### config.mk
export PLATFORM = sky130hd
export DESIGN_NAME = mtr_step_gen_flat
export DESIGN_NICKNAME = d
export VERILOG_FILES = /design/src/rtl/mtr_step_gen_pkg.sv /design/src/rtl/mtr_step_gen_if.sv /design/src/rtl/mtr_step_gen.sv /design/src/flat_wrapper.sv
export SDC_FILE = /design/constraint.sdc
export NUM_CORES = 1
export LEC_CHECK = 0
export CAP_MARGIN = 15
export CORE_MARGIN = 5
export CORE_UTILIZATION = 55
export DETAILED_ROUTE_END_ITERATION = 16
export GPL_TIMING_DRIVEN = 0
export HOLD_SLACK_MARGIN = 0.02
export PLACE_DENSITY = 0.86
export SETUP_SLACK_MARGIN = 0.5
export SYNTH_ARGS = -nofsm -noshare
export SYNTH_HDL_FRONTEND = slang
export SYNTH_SLANG_ARGS = --single-unit
### constraint.sdc
create_clock -name bus_clk -period 4.55 [get_ports bus_clk]
set_input_delay 0.91 -clock bus_clk [delete_from_list [all_inputs] [get_ports bus_clk]]
set_output_delay 0.91 -clock bus_clk [all_outputs]
set_load 0.03 [all_outputs]
### src/rtl/mtr_step_gen_pkg.sv
// Shared types and constants for the film-transport stepper pulse generator.
package motor_pkg;

  localparam int POS_W = 32;
  localparam int SPD_W = 16;

  localparam int DEF_SETUP_CYC  = 16;
  localparam int DEF_PULSE_CYC  = 8;
  localparam int DEF_MIN_PERIOD = 32;

  typedef enum logic [1:0] {
    IDLE  = 2'd0,
    SETUP = 2'd1,
    RUN   = 2'd2
  } state_e;

endpackage

### src/rtl/mtr_step_gen_if.sv
// Register-bank motor settings in, stepper driver signals and position out.
// No handshake: inputs are level settings sampled every bus_clk, pos_clr is a one-cycle pulse.
interface mtr_step_gen_if;
  import motor_pkg::*;

  logic             mtr_en;
  logic             mtr_dir;
  logic [SPD_W-1:0] mtr_speed;
  logic             pos_clr;
  logic             drv_step;
  logic             drv_dir;
  logic             drv_en_n;
  logic [POS_W-1:0] step_pos;
  logic             busy;
  state_e           state;

  modport master (
    output mtr_en, mtr_dir, mtr_speed, pos_clr,
    input  drv_step, drv_dir, drv_en_n, step_pos, busy, state
  );

  modport slave (
    input  mtr_en, mtr_dir, mtr_speed, pos_clr,
    output drv_step, drv_dir, drv_en_n, step_pos, busy, state
  );

endinterface

### src/rtl/mtr_step_gen.sv
// Converts static enable/direction/period settings into timed step/dir/enable
// driver signals while tracking a signed step position.
module mtr_step_gen
  import motor_pkg::*;
#(
  parameter int SETUP_CYC  = DEF_SETUP_CYC,
  parameter int PULSE_CYC  = DEF_PULSE_CYC,
  parameter int MIN_PERIOD = DEF_MIN_PERIOD
) (
  input  logic          bus_clk,
  input  logic          rst,
  mtr_step_gen_if.slave bus
);

  localparam logic [SPD_W-1:0] SETUP_LAST = SPD_W'(SETUP_CYC - 1);
  localparam logic [SPD_W-1:0] PULSE_END  = SPD_W'(PULSE_CYC);
  localparam logic [SPD_W-1:0] MIN_P      = SPD_W'(MIN_PERIOD);

  state_e           state_q, state_d;
  logic [SPD_W-1:0] sc_q, sc_d;
  logic [SPD_W-1:0] pc_q, pc_d;
  logic [SPD_W-1:0] per_q, per_d;
  logic             step_q, step_d;
  logic             dir_q, dir_d;
  logic             en_n_q, en_n_d;
  logic [POS_W-1:0] pos_q, pos_d;
  logic             step_now;
  logic [SPD_W-1:0] per_eff;

  assign per_eff = (bus.mtr_speed < MIN_P) ? MIN_P : bus.mtr_speed;

  always_ff @(posedge bus_clk) begin
    if (rst) begin
      state_q <= IDLE;
      sc_q    <= '0;
      pc_q    <= '0;
      per_q   <= '0;
      step_q  <= 1'b0;
      dir_q   <= 1'b0;
      en_n_q  <= 1'b1;
      pos_q   <= '0;
    end else begin
      state_q <= state_d;
      sc_q    <= sc_d;
      pc_q    <= pc_d;
      per_q   <= per_d;
      step_q  <= step_d;
      dir_q   <= dir_d;
      en_n_q  <= en_n_d;
      pos_q   <= pos_d;
    end
  end

  always_comb begin
    state_d  = state_q;
    sc_d     = sc_q;
    pc_d     = pc_q;
    per_d    = per_q;
    step_d   = step_q;
    dir_d    = dir_q;
    en_n_d   = en_n_q;
    pos_d    = pos_q;
    step_now = 1'b0;

    case (state_q)
      IDLE: begin
        en_n_d = 1'b1;
        step_d = 1'b0;
        if (bus.mtr_en) begin
          dir_d   = bus.mtr_dir;
          en_n_d  = 1'b0;
          sc_d    = '0;
          state_d = SETUP;
        end
      end

      SETUP: begin
        step_d = 1'b0;
        sc_d   = sc_q + 1'b1;
        if (!bus.mtr_en) begin
          en_n_d  = 1'b1;
          sc_d    = '0;
          state_d = IDLE;
        end else if (sc_q == SETUP_LAST) begin
          sc_d    = '0;
          pc_d    = '0;
          state_d = RUN;
        end
      end

      RUN: begin
        if (!bus.mtr_en && !step_q) begin
          en_n_d  = 1'b1;
          pc_d    = '0;
          state_d = IDLE;
        end else if (pc_q == '0) begin
          // Period boundary: a direction change replaces the step with a fresh setup interval.
          if (bus.mtr_dir != dir_q) begin
            dir_d   = bus.mtr_dir;
            sc_d    = '0;
            state_d = SETUP;
          end else if (bus.mtr_speed != '0) begin
            step_d   = 1'b1;
            step_now = 1'b1;
            per_d    = per_eff;
            pc_d     = 16'd1;
          end
        end else begin
          pc_d = (pc_q == per_q - 16'd1) ? '0 : pc_q + 16'd1;
          // Disable during a pulse is honoured only once the pulse has its full width.
          if (pc_q == PULSE_END) begin
            step_d = 1'b0;
            if (!bus.mtr_en) begin
              en_n_d  = 1'b1;
              pc_d    = '0;
              state_d = IDLE;
            end
          end
        end
      end

      default: begin
        en_n_d  = 1'b1;
        step_d  = 1'b0;
        state_d = IDLE;
      end
    endcase

    if (bus.pos_clr) begin
      pos_d = '0;
    end else if (step_now) begin
      pos_d = dir_q ? pos_q + 32'd1 : pos_q - 32'd1;
    end
  end

  assign bus.drv_step = step_q;
  assign bus.drv_dir  = dir_q;
  assign bus.drv_en_n = en_n_q;
  assign bus.step_pos = pos_q;
  assign bus.busy     = (state_q != IDLE);
  assign bus.state    = state_q;

endmodule

### src/flat_wrapper.sv
// flat-port wrapper written by rule: the top's interface ports become plain ports
module mtr_step_gen_flat import motor_pkg::*;
#(
  parameter int SETUP_CYC  = DEF_SETUP_CYC,
  parameter int PULSE_CYC  = DEF_PULSE_CYC,
  parameter int MIN_PERIOD = DEF_MIN_PERIOD
)
  (bus_clk, rst, bus_mtr_en, bus_mtr_dir, bus_mtr_speed, bus_pos_clr, bus_drv_step, bus_drv_dir, bus_drv_en_n, bus_step_pos, bus_busy, bus_state);
  mtr_step_gen_if bus_i ();
  input  logic bus_clk;
  input  logic rst;
  input wire logic [$bits(bus_i.mtr_en)-1:0] bus_mtr_en;
  input wire logic [$bits(bus_i.mtr_dir)-1:0] bus_mtr_dir;
  input wire logic [$bits(bus_i.mtr_speed)-1:0] bus_mtr_speed;
  input wire logic [$bits(bus_i.pos_clr)-1:0] bus_pos_clr;
  output wire logic [$bits(bus_i.drv_step)-1:0] bus_drv_step;
  output wire logic [$bits(bus_i.drv_dir)-1:0] bus_drv_dir;
  output wire logic [$bits(bus_i.drv_en_n)-1:0] bus_drv_en_n;
  output wire logic [$bits(bus_i.step_pos)-1:0] bus_step_pos;
  output wire logic [$bits(bus_i.busy)-1:0] bus_busy;
  output wire logic [$bits(bus_i.state)-1:0] bus_state;
  assign bus_i.mtr_en = bus_mtr_en;
  assign bus_i.mtr_dir = bus_mtr_dir;
  assign bus_i.mtr_speed = bus_mtr_speed;
  assign bus_i.pos_clr = bus_pos_clr;
  assign bus_drv_step = bus_i.drv_step;
  assign bus_drv_dir = bus_i.drv_dir;
  assign bus_drv_en_n = bus_i.drv_en_n;
  assign bus_step_pos = bus_i.step_pos;
  assign bus_busy = bus_i.busy;
  assign bus_state = bus_i.state;
  mtr_step_gen #(.SETUP_CYC(SETUP_CYC), .PULSE_CYC(PULSE_CYC), .MIN_PERIOD(MIN_PERIOD)) u_core (.bus_clk(bus_clk), .rst(rst), .bus(bus_i));
endmodule
==> load_flow_metrics.sql, run 1 <==
INSERT INTO impl_metrics (metric_group, metric, value, unit) VALUES
('outcome', 'run_status', 'completed', ''),
('power', 'cellLeakagePower', '2.51', 'nW'),
('floorplanning', 'num_io_pins', '59', ''),
('clock_tree', 'cts_tree', 'yes', ''),
('route', 'drc_errors', '0', ''),
('critical_path', 'worst-setup-path-type', 'reg2reg', ''),
('yosys', 'leading_cell_types_by_total_area_after_synthesis', 'dfxtp_1 (31%), ha_1 (7.7%), a21oi_1 (7.1%)', ''),
('final_layout', 'finish.cell_count_without_fillers', '907', ''),
('sta', 'final_hold_viol_count', '0', ''),
('power', 'cell_pwr_density', '243', 'nW/um2'),
('sta', 'timing_worst_slew_pin_value', '0.847', 'ns'),
('sta', 'setup_total_negative_slack', '0', 'ns'),
('yosys', 'ys_async_sr_fraction', '0', ''),
('critical_path', 'timing.reg2reg.worst_path_depth', '12', ''),
('sta', 'setup_violations', '0', ''),
('critical_path', 'timing.rr.start', 'u_core.bus.drv_dir', ''),
('flow_run', 'maxCapViolations', '0', ''),
('critical_path', 'critical_path.cell_chain', 'clkbuf_2 -> clkinvlp_4 -> ha_1 -> o211ai_1 -> o21ai_2 -> a211oi_1 -> o31a_1 -> o41ai_2 -> a21oi_2 -> or3_1 -> o211ai_2 -> mux2i_1', ''),
('floorplanning', 'num_rows', '36', ''),
('clock_tree', 'ctsHtreeMaxLevel', '3', ''),
('critical_path', 'timing.critical_path.arrival', '4.10', 'ns'),
('place', 'gp_congestion', '0.960', ''),
('yosys', 'postSynthAreaPerCell', '7.94', 'um2'),
('floorplanning', 'floorplan.die.height', '110', 'um'),
('yosys', 'synth_edf_count', '0', ''),
('global_route', 'grt-ovfl-total', '0', ''),
('yosys', 'mappedNetlistNets', '753', ''),
('route', 'drt_first_pass_iters', '7', ''),
('clock_tree', 'clk_latency', '0.38', 'ns'),
('floorplanning', 'die-width', '110', 'um'),
('place', 'port_buffers', '58', ''),
('route', 'wl_final', '14700', 'um'),
('yosys', 'synth_sequential_area_ratio', '0.307', ''),
('final_layout', 'n_antenna_cell', '0', ''),
('route', 'number_of_nets_with_antenna_violations_after_detailed_routing', '0', ''),
('sta', 'post-route-min-period', '3.78', 'ns'),
('sta', 'maxSlewHeadroom', '0.435', ''),
('yosys', 'synth_seq_cells', '85', ''),
('global_route', 'grt_max_degree', '16', ''),
('critical_path', 'timing.critical_path.slowest_stage_cell', 'o41ai_2', ''),
('sta', 'fmax', '264', 'MHz'),
('sta', 'final.period_utilization', '0.831', ''),
('final_layout', 'layout-drive-gt1-share', '0.0633', ''),
('clock_tree', 'clockRootBuffer', 'clkbuf_8', ''),
('critical_path', 'worst_setup_path_endpoint', 'u_core.bus.step_pos[31]', ''),
('route', 'drt-initial-drc-count', '360', ''),
('floorplanning', 'initial_standard_cell_utilization_of_the_core', '0.566', ''),
('sta', 'slew_violations', '0', ''),
('critical_path', 'r2r-end', 'u_core.bus.step_pos[31]', ''),
('yosys', 'synthesis.yosys.warnings', '0', ''),
('place', 'post_detailed_placement_half_perimeter_wirelength', '11000', 'um'),
('route', 'vias', '5419', ''),
('critical_path', 'path_max_fanout', '9', ''),
('final_layout', 'finish.instance_area', '6520', 'um2'),
('clock_tree', 'cts.clk_slew.worst_paths', '0.09', 'ns'),
('critical_path', 'cp.required', '4.86', 'ns'),
('sta', 'setup_repair_after_global_routing_missed_its_margin', 'no', ''),
('power', 'post-layout-total-power', '1.59', 'mW'),
('yosys', 'yosysTopAreaCell', 'dfxtp_1', ''),
('yosys', 'postSynthCellCount', '697', ''),
('global_route', 'global_route.usage.total', '0.250', ''),
('clock_tree', 'tritoncts.num_buffers', '9', ''),
('clock_tree', 'cts_num_sinks', '85', ''),
('power', 'vdd_drop_max', '0.000186', 'V'),
('critical_path', 'setup.reg_to_reg.worst_slack', '0.77', 'ns'),
('final_layout', 'syn2layout_area_growth', '17.8', '%'),
('floorplanning', 'placeableCoreArea', '9770', 'um2'),
('critical_path', 'crit_path_end_kind', 'flop', ''),
('yosys', 'synth_area', '5530', 'um2'),
('sta', 'fin_worst_skew', '0.0135', 'ns'),
('global_route', 'grt_antenna_before_repair', '0', '');
==> how the worst min path moves through the flow <==
stage	from	end	slack (ns)	cells after the start
2_1_floorplan	u_core.per_q[15]	u_core.per_q[15]	0.44	2
3_3_place_gp	u_core.per_q[1]	u_core.per_q[1]	0.46	2
3_5_place_dp	u_core.bus.step_pos[13]	u_core.bus.step_pos[13]	0.47	2
4_1_cts	u_core.bus.step_pos[25]	u_core.bus.step_pos[25]	0.48	2
5_1_grt	u_core.bus.step_pos[13]	u_core.bus.step_pos[13]	0.50	2
6_report	u_core.bus.step_pos[24]	u_core.bus.step_pos[24]	0.48	2
==> critical path, delay by kind of cell, from the launching register on <==
| kind | cells | cell delay, ns |
|---|---|---|
| multiplexers | 1 | 0.19 |
| AO/OA/AOI/OAI | 7 | 1.73 |
| AND/OR/NAND/NOR | 1 | 0.42 |
| buffers and inverters | 2 | 0.54 |
| flip-flops | 1 | 0.38 |
| adder cells (fa/ha/maj) | 1 | 0.44 |
==> where the power goes <==
| part | internal, mW | leakage (nW) | total, mW | switching (mW) |
|---|---|---|---|---|
| Combinational | 0.104 | 1.72 | 0.253 | 0.149 |
| Clock | 0.298 | 0.106 | 0.577 | 0.279 |
| Sequential | 0.749 | 0.685 | 0.758 | 0.00817 |
==> cell usage after synthesis (4+ instances only) <==
| cell | number |
|---|---|
| o21ai_0 | 32 |
| or2_2 | 5 |
| nand4_1 | 14 |
| a211o_1 | 4 |
| xnor2_1 | 33 |
| mux2i_1 | 11 |
| nor4_1 | 8 |
| nand3_1 | 31 |
| nor2b_1 | 7 |
| a21o_1 | 14 |
| a31oi_1 | 4 |
| nand2_1 | 93 |
| inv_1 | 15 |
| o211ai_1 | 4 |
| and3_1 | 14 |
| dfxtp_1 | 85 |
| clkbuf_1 | 24 |
| a21oi_1 | 78 |
| nand2b_1 | 6 |
| nor3_1 | 10 |
| xor2_1 | 37 |
| a211oi_1 | 9 |
| o22ai_1 | 4 |
| nor2_1 | 51 |
| ha_1 | 34 |
| or4_1 | 4 |
| or3_1 | 9 |
==> layer usage <==
layer	vias to the layer above	routed length [um]	track usage
li1	2638	-	-
met1	2532	6240	0.304
met2	211	7160	0.426
met3	38	962	0.0623
met4	0	369	0.0976
met5	-	0	0
==> state kept, by name (all words and copies together) (netlist names) <==
| signal | cells |
|---|---|
| u_core.bus.drv_dir | 1 |
| u_core.bus.drv_en_n | 1 |
| u_core.bus.drv_step | 1 |
| u_core.bus.state | 2 |
| u_core.bus.step_pos | 32 |
| u_core.pc_q | 16 |
| u_core.per_q | 16 |
| u_core.sc_q | 16 |
==> what timing repair did <==
item,4_1_cts,5_1_grt
setup endpoints to repair,2,9
hold buffers,0,0
hold endpoints to repair,0,0
resized for setup,1,3
gates cloned,1,0
buffers inserted,2,0
==> through the flow <==
| stage | setup slack [ns] | hold slack, ns | utilization |
|---|---|---|---|
| floorplan | 0.914 | 0.444 | - |
| global placement | 0.477 | 0.462 | 0.643 |
| detailed placement | 0.325 | 0.468 | 0.643 |
| CTS | 0.408 | 0.482 | 0.667 |
| global route | 0.624 | 0.497 | 0.667 |
| finish | 0.767 | 0.479 | 0.667 |
==> cell families after synthesis <==
group,synth area share
flops,0.307
mux,0.0199
xor+xnor,0.111
fa+ha+maj,0.0805
simple gates,0.251
buf+inv,0.0316
compound gates,0.199
==> cells in the final DEF, fill, tap and decap left out, drive strengths merged, types with 5 or more instances in the layout <==
| master | synthesis | layout |
|---|---|---|
| nand4 | 14 | 14 |
| mux2i | 11 | 11 |
| or2 | 5 | 5 |
| inv | 15 | 14 |
| buf | 4 | 6 |
| o21ai | 34 | 34 |
| nor4 | 8 | 8 |
| a21o | 14 | 14 |
| xnor2 | 33 | 33 |
| nand2 | 95 | 95 |
| a211oi | 9 | 9 |
| nor3 | 15 | 15 |
| xor2 | 37 | 37 |
| or3 | 10 | 10 |
| nor2b | 7 | 7 |
| and3 | 14 | 14 |
| a21oi | 79 | 79 |
| dfxtp | 85 | 85 |
| o211ai | 5 | 5 |
| clkbuf | 25 | 38 |
| nand2b | 6 | 6 |
| clkdlybuf4s50 | 0 | 58 |
| nand3 | 31 | 31 |
| nor2 | 52 | 52 |
| ha | 34 | 34 |
==> layout make-up <==
| cell class | count | area [um2] | area share |
|---|---|---|---|
| inverters | 15 | 60.1 | 0.00921 |
| repair buffers | 60 | 596 | 0.0913 |
| repair inverters | 1 | 7.51 | 0.00115 |
| multi-input cells | 568 | 3660 | 0.561 |
| flip-flops and latches | 85 | 1700 | 0.261 |
| clock inverters | 3 | 42.5 | 0.00652 |
| plain buffers | 29 | 120 | 0.0184 |
| well taps | 133 | 166 | 0.0255 |
| clock buffers | 13 | 169 | 0.0259 |
No activity file was read; power rests on OpenSTA's default activity.
==> run 2, diff against run 1 <==
==> constraint.sdc (replaced) <==
create_clock -name bus_clk -period 3.8 [get_ports bus_clk]
set_input_delay 0.76 -clock bus_clk [delete_from_list [all_inputs] [get_ports bus_clk]]
set_output_delay 0.76 -clock bus_clk [all_outputs]
set_load 0.03 [all_outputs]
==> run 2 against run 1 <==
Wire length up 3.3%. Worst hold slack worse by 0.0015 ns. Setup slack got worse by 0.20 ns. Count of clock-buffer cells in the layout down 3. Critical path depth up 2.
==> load_flow_metrics.sql, run 2 (same netlist as run 1, synthesis figures left out) <==
INSERT INTO impl_metrics (metric_group, metric, value, unit) VALUES
('outcome', 'run_status', 'completed', ''),
('clock_tree', 'cts.clk_slew.worst_paths', '0.09', 'ns'),
('power', 'cellLeakagePower', '2.55', 'nW'),
('critical_path', 'cp.required', '4.03', 'ns'),
('clock_tree', 'cts_tree', 'yes', ''),
('sta', 'fin_worst_skew', '0.0129', 'ns'),
('power', 'comb_power_share', '0.174', ''),
('floorplanning', 'num_rows', '36', ''),
('clock_tree', 'cts-root-to-sink-buffers', '2', ''),
('critical_path', 'timing.reg2reg.worst_path_depth', '14', ''),
('route', 'vias', '5514', ''),
('floorplanning', 'die-width', '110', 'um'),
('critical_path', 'setup.reg_to_reg.worst_slack', '0.56', 'ns'),
('sta', 'final.period_utilization', '0.852', ''),
('sta', 'final_hold_viol_count', '0', ''),
('global_route', 'global_route.usage.total', '0.255', ''),
('final_layout', 'final_common_cell', 'nand2_1', ''),
('clock_tree', 'clk_latency', '0.36', 'ns'),
('sta', 'slew_violations', '0', ''),
('final_layout', 'largest_register_ff_count', '32', ''),
('sta', 'fmax', '309', 'MHz'),
('final_layout', 'final_nets', '830', ''),
('critical_path', 'path_max_fanout', '16', ''),
('hold_path', 'hold_path.class', 'reg2reg', ''),
('clock_tree', 'ctsHtreeMaxLevel', '3', ''),
('final_layout', 'syn2layout_area_growth', '21.5', '%'),
('route', 'drt-vias-per-instance', '6.05', ''),
('clock_tree', 'clockRootBuffer', 'clkbuf_8', ''),
('sta', 'worst_slack', '0.564', 'ns'),
('place', 'gp_congestion', '0.971', ''),
('final_layout', 'postLayoutCoreUtil', '0.688', ''),
('final_layout', 'fillerInstances', '826', ''),
('route', 'number_of_nets_with_antenna_violations_after_detailed_routing', '0', ''),
('route', 'drc_errors', '0', ''),
('power', 'cell_pwr_density', '283', 'nW/um2'),
('place', 'dp_slack', '-0.0924', 'ns'),
('sta', 'holdWs', '0.478', 'ns'),
('sta', 'post-route-min-period', '3.24', 'ns'),
('sta', 'timing_worst_slew_pin_value', '0.553', 'ns'),
('sta', 'maxSlewHeadroom', '0.631', ''),
('route', 'wl_per_cell', '16.7', 'um'),
('final_layout', 'finish.cell_count_without_fillers', '912', ''),
('power', 'clkPwrFrac', '0.349', ''),
('global_route', 'first_pass_grt_wire_length', '24900', 'um'),
('flow_run', 'maxCapViolations', '0', ''),
('clock_tree', 'cts_num_sinks', '85', ''),
('power', 'cell_internal_pwr', '1.35', 'mW'),
('critical_path', 'timing.critical_path.from_type', 'flop', ''),
('clock_tree', 'hold_buffers', '0', ''),
('route', 'drt_first_pass_iters', '5', ''),
('sta', 'setup_violations', '0', ''),
('power', 'vdd_drop_max', '0.000213', 'V'),
('global_route', 'grt_max_degree', '17', ''),
('floorplanning', 'floorplan.die.height', '110', 'um'),
('global_route', 'via_count_of_the_first_global_routing_pass', '5312', ''),
('hold_path', 'hold_depth', '2', ''),
('final_layout', 'n_antenna_cell', '0', ''),
('floorplanning', 'num_io_pins', '59', ''),
('floorplanning', 'dieArea', '12200', 'um2'),
('floorplanning', 'placeableCoreArea', '9770', 'um2'),
('sta', 'setup_repair_after_global_routing_missed_its_margin', 'yes', ''),
('critical_path', 'crit_path_end_kind', 'flop', ''),
('floorplanning', 'initial_standard_cell_utilization_of_the_core', '0.566', ''),
('route', 'wl_final', '15200', 'um'),
('critical_path', 'worst-setup-path-type', 'reg2reg', ''),
('final_layout', 'layout-drive-gt1-share', '0.100', ''),
('final_layout', 'mostFrequentLayoutCells', 'nand2_1 (93), dfxtp_1 (84), a21oi_1 (77)', ''),
('place', 'placed_instances', '888', ''),
('power', 'net_sw_frac', '0.292', ''),
('global_route', 'grt_antenna_before_repair', '0', ''),
('power', 'net-switching-power', '0.555', 'mW'),
('place', 'post_detailed_placement_half_perimeter_wirelength', '11100', 'um'),
('power', 'share_seq_of_total_power', '0.477', ''),
('critical_path', 'timing.critical_path.arrival', '3.47', 'ns'),
('global_route', 'grt-ovfl-total', '0', ''),
('route', 'drt-initial-drc-count', '524', ''),
('place', 'port_buffers', '58', ''),
('clock_tree', 'tritoncts.num_buffers', '9', '');
-- run 2: path summary, 6_finish.rpt --
kind                                start                      end
setup / recovery       u_core.bus.drv_dir  u_core.bus.step_pos[28]
hold reg to reg   u_core.bus.step_pos[25]  u_core.bus.step_pos[25]
setup reg to reg       u_core.bus.drv_dir  u_core.bus.step_pos[28]
hold / removal    u_core.bus.step_pos[25]  u_core.bus.step_pos[25]
-- run 2: power groups by stage --
stage | sequential [mW] | combinational, mW | clock, mW
6_report | 0.907 | 0.331 | 0.663
5_1_grt | 0.909 | 0.360 | 0.720
4_1_cts | 0.907 | 0.309 | 0.679
3_5_place_dp | 0.928 | 0.302 | 0
3_3_place_gp | 0.927 | 0.289 | 0
2_1_floorplan | 0.935 | 0.207 | 0
-- run 2: repair_timing --
action,4_1_cts,5_1_grt
resized for setup,1,26
gates cloned,1,0
pin swaps,0,6
setup endpoints to repair,19,39
buffers inserted,1,6
-- run 2: critical path, cell delays in order (launching register included) --
cell and delay, ns:
dfxtp_4 0.36, clkbuf_8 0.17, clkinvlp_4 0.11, buf_12 0.17, ha_2 0.33, a21oi_1 0.26, o211ai_1 0.22, a211oi_2 0.31
a21oi_4 0.12, a31oi_2 0.20, o211ai_1 0.20, buf_4 0.18, a311o_1 0.34, nand3_1 0.08, a21oi_1 0.06
-- run 2: layout make-up --
| class | count | area (um2) | share of cell area |
|---|---|---|---|
| inverters | 15 | 60.1 | 0.00893 |
| repair inverters | 1 | 7.51 | 0.00112 |
| multi-input cells | 568 | 3810 | 0.566 |
| clock buffers | 10 | 128 | 0.0190 |
| plain buffers | 29 | 133 | 0.0197 |
| well taps | 133 | 166 | 0.0247 |
| repair buffers | 65 | 646 | 0.0960 |
| clock inverters | 6 | 72.6 | 0.0108 |
| flip-flops and latches | 85 | 1710 | 0.254 |
-- run 2: metrics by stage --
step	TNS, ns	power (mW)	area (um2)
after floorplan	0	1.14	5610
after global placement	0	1.22	6360
after detailed placement	-0.0924	1.23	6360
after CTS	0	1.90	6590
after global routing	0	1.99	6730
final	0	1.90	6730
-- run 2: layer usage --
layer,track usage,routed length (um),up-vias
met3,0.0390,959,57
met2,0.450,7520,221
met1,0.312,6250,2588
met5,0,0,-
li1,-,-,2648
met4,0.0994,476,0
